<file path="src/rtl/seg7_scan_driver.sv">
// Multiplexed seven-segment scan driver with a shadow register and registered pin outputs.
// Optional leading-zero suppression is enabled by defining SEG7_LEADING_ZERO_BLANK_EN.
module seg7_scan_driver #(
  parameter int NUM_DIGITS     = 4,
  parameter int SCAN_DIV       = 1000,
  parameter bit SEG_ACTIVE_LOW = 1'b0
) (
  input  logic                    clk,
  input  logic                    rst_n,
  input  logic [4*NUM_DIGITS-1:0] digits,
  input  logic                    load,
  input  logic [NUM_DIGITS-1:0]   blank_mask,
  input  logic                    hex_en,
  output logic [6:0]              seg,
  output logic [NUM_DIGITS-1:0]   dig_sel
);

  localparam int IW = (NUM_DIGITS > 1) ? $clog2(NUM_DIGITS) : 1;
  localparam int CW = $clog2(SCAN_DIV);
  localparam logic [CW-1:0] CNT_LAST = CW'(SCAN_DIV - 1);
  localparam logic [IW-1:0] IDX_LAST = IW'(NUM_DIGITS - 1);

  logic [CW-1:0]           cnt;
  logic [IW-1:0]           idx;
  logic [4*NUM_DIGITS-1:0] shadow;
  logic [6:0]              seg_r, seg_n;
  logic [NUM_DIGITS-1:0]   dig_r, dig_n;
  logic [3:0]              code;
  logic                    blank;
`ifdef SEG7_LEADING_ZERO_BLANK_EN
  logic                    zero_above;
`endif

  function automatic logic [6:0] decode(input logic [3:0] c, input logic hex);
    logic [6:0] s;
    case (c)
      4'h0: s = 7'h7E;
      4'h1: s = 7'h30;
      4'h2: s = 7'h6D;
      4'h3: s = 7'h79;
      4'h4: s = 7'h33;
      4'h5: s = 7'h5B;
      4'h6: s = 7'h5F;
      4'h7: s = 7'h70;
      4'h8: s = 7'h7F;
      4'h9: s = 7'h7B;
      4'hA: s = hex ? 7'h77 : 7'h00;
      4'hB: s = hex ? 7'h1F : 7'h00;
      4'hC: s = hex ? 7'h4E : 7'h00;
      4'hD: s = hex ? 7'h3D : 7'h00;
      4'hE: s = hex ? 7'h4F : 7'h00;
      default: s = hex ? 7'h47 : 7'h00;
    endcase
    return s;
  endfunction

  always_comb begin
    code  = '0;
    blank = 1'b0;
    dig_n = '0;
    seg_n = '0;
    for (int unsigned k = 0; k < NUM_DIGITS; k++) begin
      if (IW'(k) == idx) begin
        code     = shadow[4*k +: 4];
        blank    = blank_mask[k];
        dig_n[k] = 1'b1;
      end
    end
`ifdef SEG7_LEADING_ZERO_BLANK_EN
    // Walk from the top digit down; digit 0 is never reached, so it is never suppressed.
    zero_above = 1'b1;
    for (int unsigned k = NUM_DIGITS - 1; k >= 1; k--) begin
      zero_above = zero_above & (shadow[4*k +: 4] == 4'h0);
      if ((IW'(k) == idx) && zero_above)
        blank = 1'b1;
    end
`endif
    if (cnt == '0) begin
      dig_n = '0;
      seg_n = '0;
    end else begin
      seg_n = blank ? 7'h00 : decode(code, hex_en);
    end
  end

  always_ff @(posedge clk or negedge rst_n) begin
    if (!rst_n) begin
      cnt    <= '0;
      idx    <= '0;
      shadow <= '0;
      seg_r  <= '0;
      dig_r  <= '0;
    end else begin
      if (cnt == CNT_LAST) begin
        cnt <= '0;
        idx <= (idx == IDX_LAST) ? '0 : idx + 1'b1;
      end else begin
        cnt <= cnt + 1'b1;
      end
      if (load)
        shadow <= digits;
      seg_r <= seg_n;
      dig_r <= dig_n;
    end
  end

  assign seg     = SEG_ACTIVE_LOW ? ~seg_r : seg_r;
  assign dig_sel = SEG_ACTIVE_LOW ? ~dig_r : dig_r;

endmodule

</file>
<file path="config.mk">
export PLATFORM = sky130hd
export DESIGN_NAME = seg7_scan_driver
export DESIGN_NICKNAME = d
export VERILOG_FILES = /design/src/rtl/seg7_scan_driver.sv
export SDC_FILE = /design/constraint.sdc
export NUM_CORES = 1
export LEC_CHECK = 0
export BUFFER_PORTS_ARGS = -buffer_cell sky130_fd_sc_hd__buf_2
export CAP_MARGIN = 20
export CORE_MARGIN = 2
export CORE_UTILIZATION = 56
export DETAILED_ROUTE_END_ITERATION = 8
export PLACE_DENSITY = 0.79
export SLEW_MARGIN = 20
export SYNTH_ARGS = -nofsm -noshare
export SYNTH_HDL_FRONTEND = slang
export SYNTH_SLANG_ARGS = --single-unit
</file>
<file path="constraint.sdc">
create_clock -name clk -period 3.1 [get_ports clk]
set_clock_uncertainty 0.2 [all_clocks]
set_input_delay 0.465 -clock clk [delete_from_list [all_inputs] [get_ports clk]]
set_output_delay 0.465 -clock clk [all_outputs]
set_load 0.05 [all_outputs]
</file>
=== Word level (Yosys, flattened, before mapping) ===
Index checks and enable logic that the tools add are counted.

* Register bits after elaboration: 39
* Bits of input ports: 24
* Output and inout port bits: 11
* Logic and storage cells: 53

* Add/sub/neg operators: 2
* Equality and inequality tests: 19
* Multiplexer cells: 24
* Reduce and logical (&&, ||, !) cells: 3

{| class="wikitable"
|+ Operators with widths
! kind !! number
|-
| 7-bit case mux with 15 select lines || 1
|-
| 7-bit two-way mux || 6
|-
| 4-bit == test (second input constant) || 7
|-
| 4-bit two-way mux || 5
|-
| 4-bit by 3-bit == test with 1-bit output (second input constant) || 4
|-
| 10-bit by 1-bit adder with 10-bit output (second input constant) || 1
|-
| 10-bit == test (second input constant) || 1
|-
| 10-bit zero test || 1
|-
| 10-bit two-way mux || 1
|-
| 4-bit by 2-bit == test with 1-bit output (second input constant) || 2
|-
| 1-bit two-way mux || 8
|-
| 6-bit two-way mux || 1
|-
| 5-bit two-way mux || 1
|-
| 2-bit == test (first input constant) || 2
|-
| 4-bit by 1-bit == test with 1-bit output (second input constant) || 1
|-
| 4-bit zero test || 1
|-
| 2-bit by 1-bit adder with 2-bit output (second input constant) || 1
|-
| 1-bit by 2-bit == test with 1-bit output (first input constant) || 1
|-
| 2-bit == test (second input constant) || 1
|-
| 2-bit zero test || 1
|-
| 2-bit two-way mux || 1
|}

=== Depth between registers and ports, before layout ===
* Word-level depth: 9
* Gate-level depth with buffers: 8
* Gate-level depth less buffers: 7

=== Worst setup path after synthesis ===
OpenSTA, ideal clock, no wires.

* Path type: register to register
* Start: register idx[0]
* End: register seg_r[3], in the netlist seg[3]
* Setup time: 0.094 ns
* Arrival time: 1.908 ns
* Required time: 2.806 ns
* Setup slack: 0.899 ns
* Stages on the path, launching flop included: 9
* Buffers on the path: 1
* Clock period less this slack: 2.201 ns
* Path through: dfrtp_1 inv_1 ha_1 or2_0 buf_6 a221o_2 a22oi_4 o2bb2ai_2 a221oi_2

* Cells in the longest elaborated chain, start to end: 9
* Elaborated cells on any way between the ends: 30
* Classes of those cells: eq/ne (17); mux (11); reduce/logical (2)

{| class="wikitable"
|+ Ends and longest elaborated chain
! what !! line !! source
|-
| start, declared || 24 || <nowiki>logic [IW-1:0] idx;</nowiki>
|-
| start signal, assigned || 96 || <nowiki>idx <= (idx == IDX_LAST) ? '0 : idx + 1'b1;</nowiki>
|-
| 2-bit zero test || 63 || <nowiki>if (IW'(k) == idx) begin</nowiki>
|-
| 4-bit two-way mux (4 in series) || 63 ||
|-
| 4-bit == test, or another cell as far along || 36 || <nowiki>case (c)</nowiki>
|-
| 7-bit case mux with 15 select lines || 36 ||
|-
| 7-bit two-way mux * || 82 || <nowiki>seg_n = blank ? 7'h00 : decode(code, hex_en);</nowiki>
|-
| 7-bit two-way mux * || 78 || <nowiki>if (cnt == '0) begin</nowiki>
|-
| net seg_n[3] || 26 || <nowiki>logic [6:0] seg_r, seg_n;</nowiki>
|-
| end signal, assigned || 102 || <nowiki>seg_r <= seg_n;</nowiki>
|-
| end, declared || 26 ||
|}

The timed path passes the listed nets; every way through them passes the cells marked *.
A chain may end at the register's enable or synchronous reset.

=== Worst setup path in the final report ===
* Start: register idx[0]
* End: register seg_r[1], in the netlist seg[1]

Same word-level chain as after synthesis.

==> out/results.ini <==
[status]
outcome = complete, no violations

[cts]
cts_tree = yes
clk_pin_slew_ns = 0.07
cts_setup_buffers = 0
cts.sinks = 39
post_cts_resized = 0
clockBufferDepth = 2
cts_made_buffers = 5
cts_root_buf = clkbuf_8
clk_latency_ns = 0.29
htree_levels = 2
holdBufCountCts = 0

[critical_path]
critPathLaunch = idx[0]$_DFFE_PN0N_
worstReg2RegEnd = seg[1]$_DFF_PN0_
path_max_fanout = 11
critPathLaunchType = flop
reg2reg_slack_ns = 0.57
r2r_start = idx[0]$_DFFE_PN0N_
cp.required_ns = 3.11
worstPathArrival_ns = 2.53
crit_path_end = seg[1]$_DFF_PN0_
worst_setup_path_end_kind = flop
crit_type = flop to flop
reg2regPathDepth = 6

[global_routing]
overflow = 0
first_global_vias = 1474
track_usage_pct = 21.5
grt_pass1_wl_um = 6850
antenna_found_initial = 0
grt_max_degree = 40

[layout]
fin_nets = 252
mostFrequentLayoutCells = 39 x dfrtp_1, 34 x buf_2, 14 x mux2_2
post-route-util_pct = 65.4
syn2layout_area_growth_pct = 12.8
nFillCells = 313
drive_above_1_share_pct = 31.8
diodes = 0
layout_commonest_cell = dfrtp_1

[logic_synthesis]
ys.flop_type = dfrtp_1
yosysSeqAreaShare_pct = 46.4
yosys_warnings = 0
avgSynthCellArea_um2 = 11.3
synth_cells = 187
ys_types = 53
syn_area_um2 = 2100
syn_nets = 217
ys_async_sr_fraction_pct = 100
synth_edf_count = 0
ys_seq_elements = 39

[pwr]
p_per_area_nw_per_um2 = 455
switching_share_pct = 28.4
p_clk_share_pct = 29.7
leakage_nw = 1.05
power.total_mw = 1.08
combPwrFrac_pct = 18.5
p_int_mw = 0.775
peakVddDrop_uv = 301
power.switching_mw = 0.307
seqPwrFrac_pct = 51.8

[min_path]
hold_path_class = input port to asynchronous set/reset pin

[die]
initial_utilization_pct = 57.9
design.core.area_um2 = 3630
die-area_um2 = 4260
io_pins = 35
die_w_um = 65.3
die_h_um = 65.3
num_rows = 22

[detailed_routing]
vias = 1554
viasPerCell = 5.73
ant_nets = 0
drc = 0
routedWlPerCell_um = 15.3
drtPass1Iterations = 5
drt_iter0_markers = 140
totalWireLength_um = 4140

[placed_design]
globalplace.congestion = 0.878
port_buffers = 34
dp_hpwl_um = 3030

[sta]
relSlewSlack_pct = 45.5
final_max_slew_viol_count = 0
fin_crit_sh_pct = 81.5
tns_ns = 0
rsz0062_at_grt = no
hold_viol = 0
fin_crit_ns = 2.53
worst_slew_pin_slew_ns = 0.818
clock.fmax_mhz = 396
setup_viol = 0

[flow_run]
maxCapViolCount = 0

==> flip-flops by register name, indices dropped and copies added (netlist names) <==
signal and cells:
cnt 10, dig_sel 4, idx 2, seg 7, shadow 16
==> worst min-delay path by stage <==
| stage | endpoint | slack, ns | depth (start not counted) | from |
|---|---|---|---|---|
| CTS | seg[3]$_DFF_PN0_ | 0.09 | 1 | rst_n |
| finish | seg[3]$_DFF_PN0_ | 0.06 | 1 | rst_n |
| floorplan | cnt[0]$_DFF_PN0_ | -0.03 | 0 | rst_n |
| detailed placement | cnt[0]$_DFF_PN0_ | 0.29 | 1 | cnt[0]$_DFF_PN0_ |
| global route | shadow[11]$_DFFE_PN0P_ | 0.14 | 1 | rst_n |
| global placement | cnt[0]$_DFF_PN0_ | 0.28 | 1 | cnt[0]$_DFF_PN0_ |
==> power groups by stage <==
stage / combinational (mW) / sequential, mW / clock (mW)
3_3_place_gp: 0.197 / 0.568 / 0
5_1_grt: 0.217 / 0.563 / 0.362
6_report: 0.200 / 0.560 / 0.321
3_5_place_dp: 0.201 / 0.569 / 0
2_1_floorplan: 0.103 / 0.606 / 0
4_1_cts: 0.201 / 0.560 / 0.338
==> stage by stage <==
step           hold slack, ns  instance area, µm²  cells  setup slack, ns
5_1_grt                 0.143                2370    271            0.379
3_5_place_dp            0.287                2290    263            0.570
6_report               0.0614                2370    271            0.574
2_1_floorplan         -0.0306                2100    187            0.899
3_3_place_gp            0.282                2290    263            0.632
4_1_cts                0.0945                2370    271            0.557
==> per-layer routing <==
| layer | track usage, % | part of all wire (%) | vias to the layer above |
|---|---|---|---|
| met4 | 8.85 | 1.4 | 0 |
| met2 | 31.8 | 44 | 61 |
| met5 | 0 | 0 | - |
| met3 | 5.65 | 6.8 | 11 |
| met1 | 30.2 | 47 | 729 |
| li1 | - | - | 753 |
==> logic make-up after synthesis <==
group | Yosys count | share of synthesized area, %
AO/OA/AOI/OAI | 54 | 22.4
buffers and inverters | 15 | 3.75
adder cells (fa/ha/maj) | 7 | 4.10
flip-flops | 39 | 46.4
AND/OR/NAND/NOR | 50 | 12.5
multiplexers | 14 | 7.49
XOR/XNOR | 8 | 3.33
==> final cells by class <==
cell class              count  area (µm²)  share of cell area (%)
clock inverters             1        5.00                   0.211
clock buffers               7        76.3                    3.21
repair buffers             35         178                    7.48
well taps                  48        60.1                    2.53
flip-flops and latches     39         976                    41.1
inverters                   8        30.0                    1.26
multi-input cells         133        1050                    44.2
==> cells in the mapped netlist, types with 3 or more instances <==
| master | number | area share, % |
|---|---|---|
| a21oi_1 | 4 | 0.95 |
| o21ai_0 | 13 | 3.1 |
| inv_1 | 8 | 1.4 |
| clkbuf_1 | 3 | 0.54 |
| nor3_1 | 3 | 0.71 |
| xnor2_1 | 5 | 2.1 |
| dfrtp_1 | 39 | 46 |
| o21a_1 | 3 | 1.1 |
| a211oi_1 | 5 | 1.8 |
| nand2_1 | 9 | 1.6 |
| buf_6 | 3 | 1.6 |
| and2_1 | 4 | 1.2 |
| nand3_1 | 7 | 1.7 |
| xor2_1 | 3 | 1.2 |
| mux2_2 | 14 | 7.5 |
| nor2_1 | 12 | 2.1 |
| ha_1 | 6 | 3.6 |
==> critical path, cell delays in order (launching register included) <==
cell      delay (ns)
dfrtp_1         0.39
ha_1            0.47
or2_0           0.40
a221o_2         0.28
nand2_1         0.15
maj3_2          0.33
a211oi_2        0.21
Note: power is estimated with default switching activity, not from simulation.
